`src/rtl/mac_ctrl_pkg.sv`:
```
// rtl/mac_ctrl_pkg.sv - shared types, defaults and row-count check for the subarray MAC sequencer
package mac_ctrl_pkg;

   localparam int ROW_NUM_DEF = 64;
   localparam int ROW_AW_DEF  = 6;
   localparam int ACC_LAT_DEF = 2;

   typedef enum logic [2:0] {
      S_IDLE  = 3'd0,
      S_LOAD  = 3'd1,
      S_RUN   = 3'd2,
      S_DRAIN = 3'd3,
      S_DONE  = 3'd4
   } state_t;

   // A row count is usable when it names at least one row and no more than the subarray holds.
   function automatic logic row_cnt_legal(input logic [31:0] cnt, input int unsigned row_num);
      return (cnt != 32'd0) && (cnt <= row_num);
   endfunction

endpackage

```
`src/rtl/mac_en_pipe.sv`:
```
// rtl/mac_en_pipe.sv - fixed-depth delay line turning wordline enables into accumulate enables
module mac_en_pipe
   import mac_ctrl_pkg::*;
#(
   parameter int DEPTH = ACC_LAT_DEF
) (
   input  logic sys_clk,
   input  logic rst_n,
   input  logic sys_en,
   input  logic din,
   output logic dout
);

   logic [DEPTH-1:0] sr;

   generate
      if (DEPTH == 1) begin : g_single
         // Single-stage delay; holds while the global enable is low.
         always_ff @(posedge sys_clk or negedge rst_n) begin
            if (!rst_n)      sr <= '0;
            else if (sys_en) sr <= din;
         end
      end else begin : g_multi
         // Shift one stage per enabled cycle; cleared on reset so an aborted run leaves no pulses behind.
         always_ff @(posedge sys_clk or negedge rst_n) begin
            if (!rst_n)      sr <= '0;
            else if (sys_en) sr <= {sr[DEPTH-2:0], din};
         end
      end
   endgenerate

   assign dout = sr[DEPTH-1];

endmodule

```
`src/rtl/subarray_mac_ctrl.sv`:
```
// rtl/subarray_mac_ctrl.sv - wordline/accumulate sequencer for one near-memory MAC subarray
module subarray_mac_ctrl
   import mac_ctrl_pkg::*;
#(
   parameter int ROW_NUM = ROW_NUM_DEF,
   parameter int ROW_AW  = ROW_AW_DEF,
   parameter int ACC_LAT = ACC_LAT_DEF
) (
   input  logic              sys_clk,
   input  logic              rst_n,
   input  logic              sys_en,
   input  logic              start,
   input  logic [ROW_AW-1:0] row_base,
   input  logic [ROW_AW:0]   row_cnt,
   output logic              busy,
   output logic              in_en,
   output logic              acc_clr,
   output logic              wl_en,
   output logic [ROW_AW-1:0] wl_addr,
   output logic              acc_en,
   output logic              done,
   output logic              err
);

   localparam int DW = (ACC_LAT > 1) ? $clog2(ACC_LAT) : 1;
   localparam logic [ROW_AW:0] CNT_ONE   = 1;
   localparam logic [DW-1:0]   DRAIN_END = DW'(ACC_LAT - 1);

   state_t            state, state_nxt;
   logic [ROW_AW-1:0] base_q;
   logic [ROW_AW-1:0] idx_q;
   logic [ROW_AW:0]   cnt_q;
   logic [DW-1:0]     drain_q;
   logic              err_q;
   logic              accept, reject;
   logic              last_row, last_drain;
   logic              wl_raw, acc_raw;

   // Next-state decode and strobe generation; every strobe is masked by the global enable.
   always_comb begin
      state_nxt  = state;
      accept     = 1'b0;
      reject     = 1'b0;
      last_row   = ({1'b0, idx_q} == (cnt_q - CNT_ONE));
      last_drain = (drain_q == DRAIN_END);
      wl_raw     = (state == S_RUN);
      case (state)
         S_IDLE: begin
            if (start) begin
               if (row_cnt_legal(32'(row_cnt), ROW_NUM)) begin
                  accept    = 1'b1;
                  state_nxt = S_LOAD;
               end else begin
                  reject = 1'b1;
               end
            end
         end
         S_LOAD:  state_nxt = S_RUN;
         S_RUN:   if (last_row) state_nxt = S_DRAIN;
         S_DRAIN: if (last_drain) state_nxt = S_DONE;
         S_DONE:  state_nxt = S_IDLE;
         default: state_nxt = S_IDLE;
      endcase
      busy    = (state != S_IDLE);
      in_en   = sys_en & (state == S_LOAD);
      acc_clr = sys_en & (state == S_LOAD);
      wl_en   = sys_en & wl_raw;
      wl_addr = base_q + idx_q;
      acc_en  = sys_en & acc_raw;
      done    = sys_en & (state == S_DONE);
      err     = sys_en & err_q;
   end

   // State register; frozen while the global enable is low.
   always_ff @(posedge sys_clk or negedge rst_n) begin
      if (!rst_n)      state <= S_IDLE;
      else if (sys_en) state <= state_nxt;
   end

   // Operation registers: latched range, row index, drain counter and the delayed reject flag.
   always_ff @(posedge sys_clk or negedge rst_n) begin
      if (!rst_n) begin
         base_q  <= '0;
         cnt_q   <= '0;
         idx_q   <= '0;
         drain_q <= '0;
         err_q   <= 1'b0;
      end else if (sys_en) begin
         err_q <= reject;
         if (accept) begin
            base_q <= row_base;
            cnt_q  <= row_cnt;
         end
         if (state == S_LOAD) idx_q <= '0;
         else if (state == S_RUN && !last_row) idx_q <= idx_q + ROW_AW'(1);
         if (state == S_RUN) drain_q <= '0;
         else if (state == S_DRAIN) drain_q <= drain_q + DW'(1);
      end
   end

   mac_en_pipe #(
      .DEPTH (ACC_LAT)
   ) u_en_pipe (
      .sys_clk (sys_clk),
      .rst_n   (rst_n),
      .sys_en  (sys_en),
      .din     (wl_raw),
      .dout    (acc_raw)
   );

endmodule

```
`config.mk`:
```
export PLATFORM = sky130hd
export DESIGN_NAME = subarray_mac_ctrl
export DESIGN_NICKNAME = d
export VERILOG_FILES = /design/src/rtl/mac_ctrl_pkg.sv /design/src/rtl/mac_en_pipe.sv /design/src/rtl/subarray_mac_ctrl.sv
export SDC_FILE = /design/constraint.sdc
export NUM_CORES = 1
export LEC_CHECK = 0
export CAP_MARGIN = 20
export CORE_ASPECT_RATIO = 0.6
export CORE_MARGIN = 8
export CORE_UTILIZATION = 45
export CTS_BUF_LIST = sky130_fd_sc_hd__clkbuf_8
export CTS_CLUSTER_SIZE = 10
export DETAILED_ROUTE_END_ITERATION = 16
export PLACE_DENSITY = 0.7
export SLEW_MARGIN = 20
export SYNTH_ARGS = -nofsm -noshare
export SYNTH_HDL_FRONTEND = slang
export SYNTH_SLANG_ARGS = --single-unit
```
`constraint.sdc`:
```
create_clock -name sys_clk -period 2.6 [get_ports sys_clk]
set_clock_uncertainty 0.15 [all_clocks]
set_input_delay 0.26 -clock sys_clk [delete_from_list [all_inputs] [get_ports sys_clk]]
set_output_delay 0.26 -clock sys_clk [all_outputs]
set_load 0.02 [all_outputs]
```
Yosys cells after proc, flatten, opt, wreduce, memory -nomap -nowiden
Index checks and enable logic that the tools add are counted.
{"block": "word_totals", "word_cells": 53, "register_bits": 26, "out_inout_bits": 13, "input_bits": 17}
{"block": "op_classes", "n_lt_le_gt_ge": 1, "bitwise": 5, "addsub": 4, "mux": 15, "n_eq_ne": 9, "n_reduce_logical": 12}
{"op": "3-bit two-way mux", "n": 4}
{"op": "6-bit two-way mux", "n": 2}
{"op": "3-bit case mux with 4 select lines", "n": 1}
{"op": "1-bit two-way mux", "n": 8}
{"op": "2-bit inequality test (second input constant)", "n": 4}
{"op": "6-bit by 7-bit == test with 1-bit output", "n": 1}
{"op": "7-bit <= comparator (second input constant)", "n": 1}
{"op": "7-bit nonzero test", "n": 1}
{"op": "7-bit by 1-bit subtractor with 7-bit output (second input constant)", "n": 1}
{"op": "6-bit by 1-bit adder with 6-bit output (second input constant)", "n": 1}
{"op": "6-bit adder", "n": 1}
{"op": "3-bit by 2-bit == test with 1-bit output (second input constant)", "n": 2}
{"op": "2-bit AND reduction", "n": 3}
{"op": "1-bit bitwise AND", "n": 5}
{"op": "5-bit AND reduction", "n": 1}
{"op": "2-bit nonzero test", "n": 2}
{"op": "3-bit by 1-bit == test with 1-bit output (second input constant)", "n": 1}
{"op": "3-bit == test (second input constant)", "n": 1}
{"op": "3-bit zero test", "n": 1}
{"op": "3-bit nonzero test", "n": 1}
{"op": "1-bit logical AND", "n": 2}
{"op": "1-bit adder (second input constant)", "n": 1}
{"op": "1-bit zero test", "n": 1}

Depth between registers and ports, before layout
Gate-level depths: netlist of the first run.
{"block": "logic_depth", "ltp_word": 6, "mapped_depth": 9, "ltp_nobuf": 8}

Cells and area by module
Synthesis of the first run repeated with hierarchy kept, for this count alone.
{"block": "unflattened", "cells_unflattened": 152, "hier_area_um2": 1574.0}
{"mod": "subarray_mac_ctrl", "cells_per_inst": 148, "area_each_um2": 1501.4, "seq_area_each_um2": 600.6, "n_inst": 1}
{"mod": "mac_en_pipe", "cells_per_inst": 4, "area_each_um2": 72.6, "seq_area_each_um2": 50.0, "n_inst": 1}

Least setup slack after synthesis of the first run
Ideal clock, no wire load.
{"block": "synth_path", "path_type": "register to register", "startpoint": "reg cnt_q[0]", "endpoint": "reg idx_q[1]", "path_slack_ps": 203, "n_path_buf": 1, "arrival_ps": 2118, "setup_ps": 129, "required_time_ps": 2321, "stages_incl_launch_ff": 10, "period_less_slack_ps": 2397, "cell_sequence": "dfrtp_1 > inv_1 > ha_1 > o21bai_1 > a2111oi_0 > a31oi_1 > a2111oi_2 > buf_6 > nand4b_1 > o31ai_2"}
{"block": "synth_between", "elab_chain_len": 6}
{"element": "from (decl)", "line_no": "subarray_mac_ctrl.sv:32", "source": "logic [ROW_AW:0] cnt_q;"}
{"element": "from (signal assigned)", "line_no": "subarray_mac_ctrl.sv:92", "source": "cnt_q <= row_cnt;"}
{"element": "7-bit by 1-bit subtractor with 7-bit output", "line_no": "subarray_mac_ctrl.sv:44", "source": "last_row = ({1'b0, idx_q} == (cnt_q - CNT_ONE));"}
{"element": "6-bit by 7-bit == test with 1-bit output", "line_no": "subarray_mac_ctrl.sv:44"}
{"element": "1-bit zero test", "line_no": "subarray_mac_ctrl.sv:95", "source": "else if (state == S_RUN && !last_row) idx_q <= idx_q + ROW_AW'(1);"}
{"element": "1-bit logical AND", "line_no": "subarray_mac_ctrl.sv:95"}
{"element": "2-bit nonzero test (no line)"}
{"element": "2-bit AND reduction (no line)"}
{"element": "to (signal assigned)", "line_no": "subarray_mac_ctrl.sv:95"}
{"element": "to (decl)", "line_no": "subarray_mac_ctrl.sv:31", "source": "logic [ROW_AW-1:0] idx_q;"}
Every way passes these cells.
A chain may end at the register's enable or synchronous reset.

Final worst setup path of the first run
{"block": "layout_path", "startpoint": "reg base_q[0]", "endpoint": "out wl_addr[2]"}
{"block": "layout_between", "elab_chain_len": 1}
{"element": "from (decl)", "line_no": "subarray_mac_ctrl.sv:30", "source": "logic [ROW_AW-1:0] base_q;"}
{"element": "from (signal assigned)", "line_no": "subarray_mac_ctrl.sv:91", "source": "base_q <= row_base;"}
{"element": "6-bit adder", "line_no": "subarray_mac_ctrl.sv:68", "source": "wl_addr = base_q + idx_q;"}
{"element": "to (decl)", "line_no": "subarray_mac_ctrl.sv:19", "source": "output logic [ROW_AW-1:0] wl_addr,"}
Every way passes these cells.

==> results.cfg, run 1 <==
[synthesis]
synth_top_area_share_pct = 39.6
ys_types = 46
yosys_warnings = 0
async_flop_share_pct = 100
yosysSeqAreaShare_pct = 39.6
ys_ff_latch = 26
post-synth-top-area-cell = dfrtp_1
syn_nets = 184
syn_inst = 159
dominantRegCellSynth = dfrtp_1
synth_area_mm2 = 0.00164
synth_area_leaders = dfrtp_1 (40%), mux2_1 (6.2%), ha_1 (5.3%)
syn_area_per_cell_um2 = 10.3
synth_edf_count = 0

[pwr]
peakVddDrop_uv = 861
leakagePower_uw = 0.000947
power_density_mw_per_mm2 = 1220

[hold_path]
hold_path.class = primary input to asynchronous set/reset pin

[die]
fp.dieW_um = 94.0
die-area_mm2 = 0.00591
start_util_pct = 45.7
die_y_um = 62.8
core-area_mm2 = 0.00359
ioPinCount = 30
rows = 17

[worst_setup_path]
critical_path.max_fanout = 2
critPathKind = flip-flop to output port
cp-start-kind = flip-flop
arrival_ns = 2.08
crit_path_end_kind = output port
required_ns = 2.19
rrSetupSlack_ns = 0.13

[finish]
layout_common_cells = dfrtp_1 (26), clkdlybuf4s50_1 (26), buf_4 (14)
final_nets = 225
fin_area_mm2 = 0.00212
drive_above_1_share_pct = 19.6
areaGrowthSynthToFinish_pct = 28.8
n_fill_cell = 305
n_antenna_cell = 0

[drt]
routed-via-count = 1333
first_pass_iters = 4
ant_nets = 0
wl_um = 3980
via_per_inst = 5.42
wire_per_inst_um = 16.2
drc = 0
detail_route.iter0.violations = 33

[global_routing]
grt-ovfl-total = 0
grt_util_met3_pct = 5.16
grt_pass1_vias = 1386
grt_max_degree = 27
grt_util_met1_pct = 16.9
antenna_found_initial = 0
use_met2_pct = 22.4
top_usage_layer = met2
grt_usage_pct = 13.8
grt_pass1_wl_um = 6600

[cts]
cts_made_buffers = 3
holdBufCountCts = 0
clockBufferDepth = 2
htreeDepth = 1
root_buffer = clkbuf_8
cts_tree = done
path_clk_slew_ns = 0.10
clock-sinks = 26
clk_latency_ns = 0.28

[job]
maxCapViolations = 0

[sta]
final_hold_viol_count = 0
fin_crit_ns = 2.49
tightestPinTransition_ns = 0.372
fmax_ghz = 0.401
max-slew-margin-rel_pct = 75.1
rsz0062_at_grt = false
final.setup.tns_ns = 0
finalCritPeriodShare_pct = 95.8
setup_viol_count_final = 0
final_max_slew_viol_count = 0

[status]
status = complete, no violations

[placement]
numPortBuffers = 29
globalplace.congestion = 0.817
post_dp_cell_area_mm2 = 0.00205
hpwl_um = 3010
[synthesized netlist by cell type (3+ instances only)]
master	instances
mux2_2	6
dfrtp_1	26
nor3_1	4
mux2_1	9
a31oi_1	3
ha_1	7
or3_2	3
inv_1	11
a21o_1	3
a21oi_1	10
o21ai_0	3
nand3_1	4
nand2_1	10
nor2_1	5
buf_2	4
or3_1	3
nor2b_1	3
xor2_1	6
xnor2_1	6
[report_power, final]
part | switching (µW) | total [µW] | internal, µW
combinational | 807 | 1560 | 751
sequential | 173 | 744 | 571
clock | 135 | 270 | 136
total | 1110 | 2570 | 1460
[worst max-delay path, cell delays in order, from the launching register on]
cell,delay (ns)
dfrtp_1,0.37
ha_1,0.18
inv_1,0.06
fa_1,0.41
xnor2_1,0.16
clkdlybuf4s50_1,0.63
[cell families (layout without fill, tap and decap cells)]
| kind of cell | Yosys count | in the layout | synth area share [%] |
|---|---|---|---|
| xor+xnor | 12 | 12 | 6.39 |
| mux | 16 | 16 | 10.9 |
| simple gates | 46 | 46 | 17.3 |
| compound gates | 32 | 32 | 13.5 |
| buf+inv | 19 | 59 | 5.78 |
| fa+ha+maj | 8 | 8 | 6.54 |
| flops | 26 | 26 | 39.6 |
[state kept, by name (all words and copies together) (netlist names)]
register / flops
state: 3
base_q: 6
cnt_q: 7
u_en_pipe.sr: 2
idx_q: 6
err_q: 1
drain_q: 1
[layout make-up]
class                   count  area, µm²  area share (%)
clock buffers               4       55.1            2.60
inverters                  12       45.0            2.13
multi-input cells         114        923            43.6
flip-flops and latches     26        651            30.7
well taps                  47       58.8            2.78
repair buffers             43        384            18.1
[repair_timing]
action	4_1_cts	5_1_grt
endpoints found under the setup margin	3	8
gates cloned	0	0
pin swaps	0	1
gates resized for setup	3	8
buffers inserted	0	0
[metrics by stage]
stage	hold slack, ns	worst slack, ns	util (%)	instances	power (µW)
global route	0.220	0.0119	58.9	246	2780
detailed placement	0.324	-0.0196	57.0	242	2310
floorplan	-0.186	0.203	-	159	1710
CTS	0.204	0.0621	58.4	246	2540
global placement	0.314	0.00573	57.0	242	2240
finish	0.190	0.109	58.9	246	2570
[per-layer routing]
metal	routed length, µm	up-vias
li1	-	650
met1	1880	645
met2	1850	33
met3	212	5
met4	29	0
met5	0	-
[path summary, 6_finish.rpt]
kind,start,endpoint,cells past startpoint
setup / recovery,base_q[0],wl_addr[2],5
hold / removal,rst_n,cnt_q[2],2
setup reg to reg,cnt_q[1],idx_q[3],10
hold reg to reg,u_en_pipe.sr[0],u_en_pipe.sr[0],1
max in group asynchronous,rst_n,idx_q[4],2
min in group sys_clk,u_en_pipe.sr[0],u_en_pipe.sr[0],1
Note: power is estimated with default switching activity, not from simulation.
==> run 2, diff against run 1 <==
--- a/config.mk
+++ b/config.mk
@@ -12,7 +12,10 @@
 export CTS_BUF_LIST = sky130_fd_sc_hd__clkbuf_8
 export CTS_CLUSTER_SIZE = 10
 export DETAILED_ROUTE_END_ITERATION = 16
+export HOLD_SLACK_MARGIN = 0.15
 export PLACE_DENSITY = 0.7
+export SKIP_CTS_REPAIR_TIMING = 1
+export SKIP_LAST_GASP = 1
 export SLEW_MARGIN = 20
 export SYNTH_ARGS = -nofsm -noshare
 export SYNTH_HDL_FRONTEND = slang
==> run 2 against run 1 <==
Power up 1.9%. Routed wire length up 0.43%. Design area up 0.89%. Die area unchanged. Via count unchanged. Register-to-register slack about the same. Non-clock buffer count unchanged. Hold slack about the same. Count of clock-buffer cells in the layout unchanged. Fmax about the same. Largest cell class unchanged. Setup slack about the same.
==> results.cfg, run 2 (synthesized netlist as in run 1, its figures left out) <==
[drt]
wire_per_inst_um = 16.3
ant_nets = 0
drc = 0
routed-via-count = 1333
wl_um = 4000
detail_route.iter0.violations = 37
via_per_inst = 5.42
first_pass_iters = 4

[cts]
clockBufferDepth = 2
cts_tree = done
path_clk_slew_ns = 0.10
clk_latency_ns = 0.28
root_buffer = clkbuf_8
htreeDepth = 1
cts_made_buffers = 3
clock-sinks = 26

[global_routing]
grt_pass1_vias = 1386
grt_max_degree = 27
grt_pass1_wl_um = 6600
antenna_found_initial = 0
grt-ovfl-total = 0
grt_usage_pct = 13.8

[worst_setup_path]
rrSetupSlack_ns = 0.13
critPathKind = flip-flop to output port
critPathLaunch = base_q[0]
crit_path_end_kind = output port
rr_worst_depth = 10
r2r-start = cnt_q[1]
setup.worst_path.end = wl_addr[2]
rr_endpoint = idx_q[3]
arrival_ns = 2.08
required_ns = 2.19
critical_path.max_fanout = 2
cp-start-kind = flip-flop

[finish]
n_antenna_cell = 0
drive_above_1_share_pct = 18.6
areaGrowthSynthToFinish_pct = 29.9
reg_top3 = cnt_q: 7 flops, base_q: 6 flops, idx_q: 6 flops
top_register = cnt_q
final_nets = 225
largest_reg_flops = 7
n_fill_cell = 303
layout_common_cells = dfrtp_1 (26), clkdlybuf4s50_1 (26), buf_4 (14)

[pwr]
switching_power_uw = 1120
peakVddDrop_uv = 863
seqPwrFrac_pct = 28.4
netSwitchingFraction_pct = 42.6
combPwrFrac_pct = 61.3
internal-power_uw = 1500
clock_power_share_pct = 10.3
p_total_uw = 2620
leakagePower_uw = 0.000975
power_density_mw_per_mm2 = 1230

[sta]
tightestPinTransition_ns = 0.372
setup_viol_count_final = 0
final_hold_viol_count = 0
fmax_ghz = 0.401
max-slew-margin-rel_pct = 75.1
final.setup.tns_ns = 0
final_max_slew_viol_count = 0
rsz0062_at_grt = false
fin_crit_ns = 2.49
setup_slack_ns = 0.109
finalCritPeriodShare_pct = 95.8

[die]
die-area_mm2 = 0.00591
rows = 17
die_y_um = 62.8
core-area_mm2 = 0.00359
fp.dieW_um = 94.0
start_util_pct = 45.7
ioPinCount = 30

[hold_path]
hold_path.class = primary input to asynchronous set/reset pin

[placement]
hpwl_um = 3010
numPortBuffers = 29
dp_worst_setup_slack_ns = -0.0196
globalplace.congestion = 0.817

[status]
status = complete, no violations

[job]
maxCapViolations = 0
-- run 2: worst min-delay path by stage --
stage	cells after the start	to	start
5_1_grt	2	cnt_q[2]	rst_n
6_report	2	cnt_q[2]	rst_n
2_1_floorplan	0	base_q[0]	rst_n
3_3_place_gp	1	u_en_pipe.sr[0]	u_en_pipe.sr[0]
3_5_place_dp	1	u_en_pipe.sr[0]	u_en_pipe.sr[0]
4_1_cts	2	cnt_q[1]	rst_n
-- run 2: metrics by stage --
step                      std cells  util (%)  area, µm²  hold slack [ns]
after floorplan                 159         -       1640           -0.186
after global placement          242      57.0       2050            0.314
after detailed placement        242      57.0       2050            0.324
after CTS                       246      58.5       2100            0.204
after global routing            246      59.4       2140            0.220
final                           246      59.4       2140            0.190
-- run 2: layout make-up --
class	count	area, µm²	share of cell area (%)
clock buffer	4	55.1	2.58
sequential	26	651	30.5
timing repair buffer	43	403	18.9
tap	47	58.8	2.75
inverter	12	45.0	2.11
multi-input combinational	114	923	43.2
-- run 2: power groups by stage --
stage / logic [µW] / registers [µW] / clock network (µW)
2_1_floorplan: 988 / 717 / 0
3_3_place_gp: 1510 / 735 / 0
3_5_place_dp: 1560 / 747 / 0
4_1_cts: 1580 / 739 / 274
5_1_grt: 1760 / 772 / 294
6_report: 1610 / 745 / 271
-- run 2: critical path, cell delays in order, from the launching register on --
cell	delay, ns
dfrtp_1	0.37
ha_1	0.18
inv_1	0.06
fa_1	0.41
xnor2_1	0.16
clkdlybuf4s50_1	0.63
-- run 2: per-layer routing --
layer	part of all wire (%)	track usage [%]	wire [µm]	vias to the layer above
li1	-	-	-	650
met1	48	16.9	1910	647
met2	46	22.4	1860	31
met3	5.2	5.16	208	5
met4	0.73	3.14	29	0
met5	0	0	0	-
==> run 3, diff against run 2 <==
--- a/config.mk
+++ b/config.mk
@@ -10,10 +10,12 @@
 export CORE_MARGIN = 8
 export CORE_UTILIZATION = 45
 export CTS_BUF_LIST = sky130_fd_sc_hd__clkbuf_8
+export CTS_CLUSTER_DIAMETER = 100
 export CTS_CLUSTER_SIZE = 10
 export DETAILED_ROUTE_END_ITERATION = 16
+export DONT_BUFFER_PORTS = 1
 export HOLD_SLACK_MARGIN = 0.15
-export PLACE_DENSITY = 0.7
+export PLACE_DENSITY = 0.57
 export SKIP_CTS_REPAIR_TIMING = 1
 export SKIP_LAST_GASP = 1
 export SLEW_MARGIN = 20
==> constraint.sdc (replaced) <==
create_clock -name sys_clk -period 2.75 [get_ports sys_clk]
set_clock_uncertainty 0.15 [all_clocks]
set_input_delay 0.275 -clock sys_clk [delete_from_list [all_inputs] [get_ports sys_clk]]
set_output_delay 0.275 -clock sys_clk [all_outputs]
set_load 0.02 [all_outputs]
==> run 3 against run 2 <==
Sequential share of layout area rose by 3.5 points. Die area did not move. Via count fell by 4.7%. Largest cell class unchanged. Design area fell by 10%. Highest routed layer unchanged. Power fell by 21%. Hold slack got worse by 0.074 ns. Combinational power fell by 32%. Register-to-register slack improved by 0.07 ns.
==> results.cfg, run 3 (synthesized netlist as in run 1, its figures left out) <==
[worst_setup_path]
cp-start-kind = flip-flop
arrival_ns = 2.54
critical_path.max_fanout = 11
crit_path_end_kind = flip-flop
cp_cell_sequence = inv_1 -> ha_1 -> o21bai_1 -> a2111oi_0 -> a31oi_1 -> a2111oi_2 -> buf_4 -> nand4b_1 -> o31ai_2
required_ns = 2.74
critPathKind = flip-flop to flip-flop
cpPeakStageDelay_ns = 0.43
cpMaxStageDelayCell = dfrtp_1

[sta]
fmax_ghz = 0.393
tightestPinTransition_ns = 0.695
final_max_slew_viol_count = 0
final_hold_viol_count = 0
setup_viol_count_final = 0
hold_ws_ns = 0.116
final.setup.tns_ns = 0
max-slew-margin-rel_pct = 53.7
fin_crit_ns = 2.55
rsz0062_at_grt = false
finalCritPeriodShare_pct = 92.6

[placement]
globalplace.congestion = 0.852
hpwl_um = 2670
numPortBuffers = 0
place_inst = 204

[status]
status = complete, no violations

[die]
die-area_mm2 = 0.00591
rows = 17
core-area_mm2 = 0.00359
start_util_pct = 45.7
ioPinCount = 30
die_y_um = 62.8
fp.dieW_um = 94.0

[global_routing]
grt-ovfl-total = 0
grt_max_degree = 27
grt_usage_pct = 12.2
grt_pass1_wl_um = 5870
grt_pass1_vias = 1143
antenna_found_initial = 0

[cts]
clock-sinks = 26
cts_made_buffers = 3
cts_tree = done
path_clk_slew_ns = 0.09
htreeDepth = 1
root_buffer = clkbuf_8
clockBufferDepth = 2
clk_latency_ns = 0.27

[job]
maxCapViolations = 0

[finish]
drive_above_1_share_pct = 15.3
n_antenna_cell = 0
reg_top3 = cnt_q: 7 flops, base_q: 6 flops, idx_q: 6 flops
largest_reg_flops = 7
final_util_pct = 53.3
final_nets = 203
areaGrowthSynthToFinish_pct = 16.5
stdcell_count = 224
top_register = cnt_q
final_common_cell = dfrtp_1
layout_common_cells = dfrtp_1 (26), dlygate4sd3_1 (15), inv_1 (11)

[drt]
highest_layer = met4
ant_nets = 0
wl_met2_um = 1620
detail_route.iter0.violations = 72
via_per_inst = 5.67
route.met3.wl_um = 230
first_pass_iters = 4
routed-via-count = 1270
wl_um = 3660
wl_met1_um = 1790
drc = 0
wire_per_inst_um = 16.3

[pwr]
power_density_mw_per_mm2 = 1080
leakagePower_uw = 0.000862
peakVddDrop_uv = 536

[hold_path]
hold_path.class = primary input to flip-flop
run 3: changes by cell type in the layout (fill, tap and decap cells not counted), sizes merged:
cell / delta
dlygate4sd3: +15
clkdlybuf4s50: -26
dlymetal6s2s: -3
buf: -8
run 3: layout make-up:
cell class	count	area [µm²]
fillers	348	1680
multi-input cells	114	898
flip-flops and latches	26	651
repair buffers	21	208
well taps	47	58.8
clock buffers	4	55.1
inverters	12	45.0
run 3: path summary, 6_finish.rpt:
check | cells after the start | slack [ns] | end | startpoint
worst min register to register | 1 | 0.34 | u_en_pipe.sr[0] | u_en_pipe.sr[0]
min in group asynchronous | 2 | 0.28 | base_q[4] | rst_n
worst min-delay path | 3 | 0.12 | err_q | sys_en
worst max-delay path | 9 | 0.20 | idx_q[1] | cnt_q[1]
worst max register to register | 9 | 0.20 | idx_q[1] | cnt_q[1]
max in group asynchronous | 2 | 2.02 | state[2] | rst_n
run 3: per-stage QoR:
| step | setup slack (ns) | total power (µW) | instance area, µm² |
|---|---|---|---|
| floorplan | 0.353 | 1610 | 1640 |
| global placement | 0.239 | 1780 | 1690 |
| detailed placement | 0.213 | 1810 | 1690 |
| CTS | 0.193 | 2070 | 1750 |
| global route | 0.0303 | 2250 | 1920 |
| finish | 0.204 | 2080 | 1920 |
run 3: power breakdown:
group	switching, µW	internal, µW
clock	118	128
combinational	626	474
sequential	190	540
total	934	1140
run 3: worst max-delay path, delay by kind of cell, from the launching register on:
kind | cells | cell delay [ns]
buf+inv | 2 | 0.31
fa+ha+maj | 1 | 0.27
flops | 1 | 0.43
compound gates | 5 | 1.11
simple gates | 1 | 0.14
run 3: metal layers:
metal | up-vias | GRT usage, %
met3 | 2 | 4.92
met5 | - | 0
met1 | 623 | 16.2
li1 | 604 | -
met4 | 0 | 2.36
met2 | 41 | 18.1
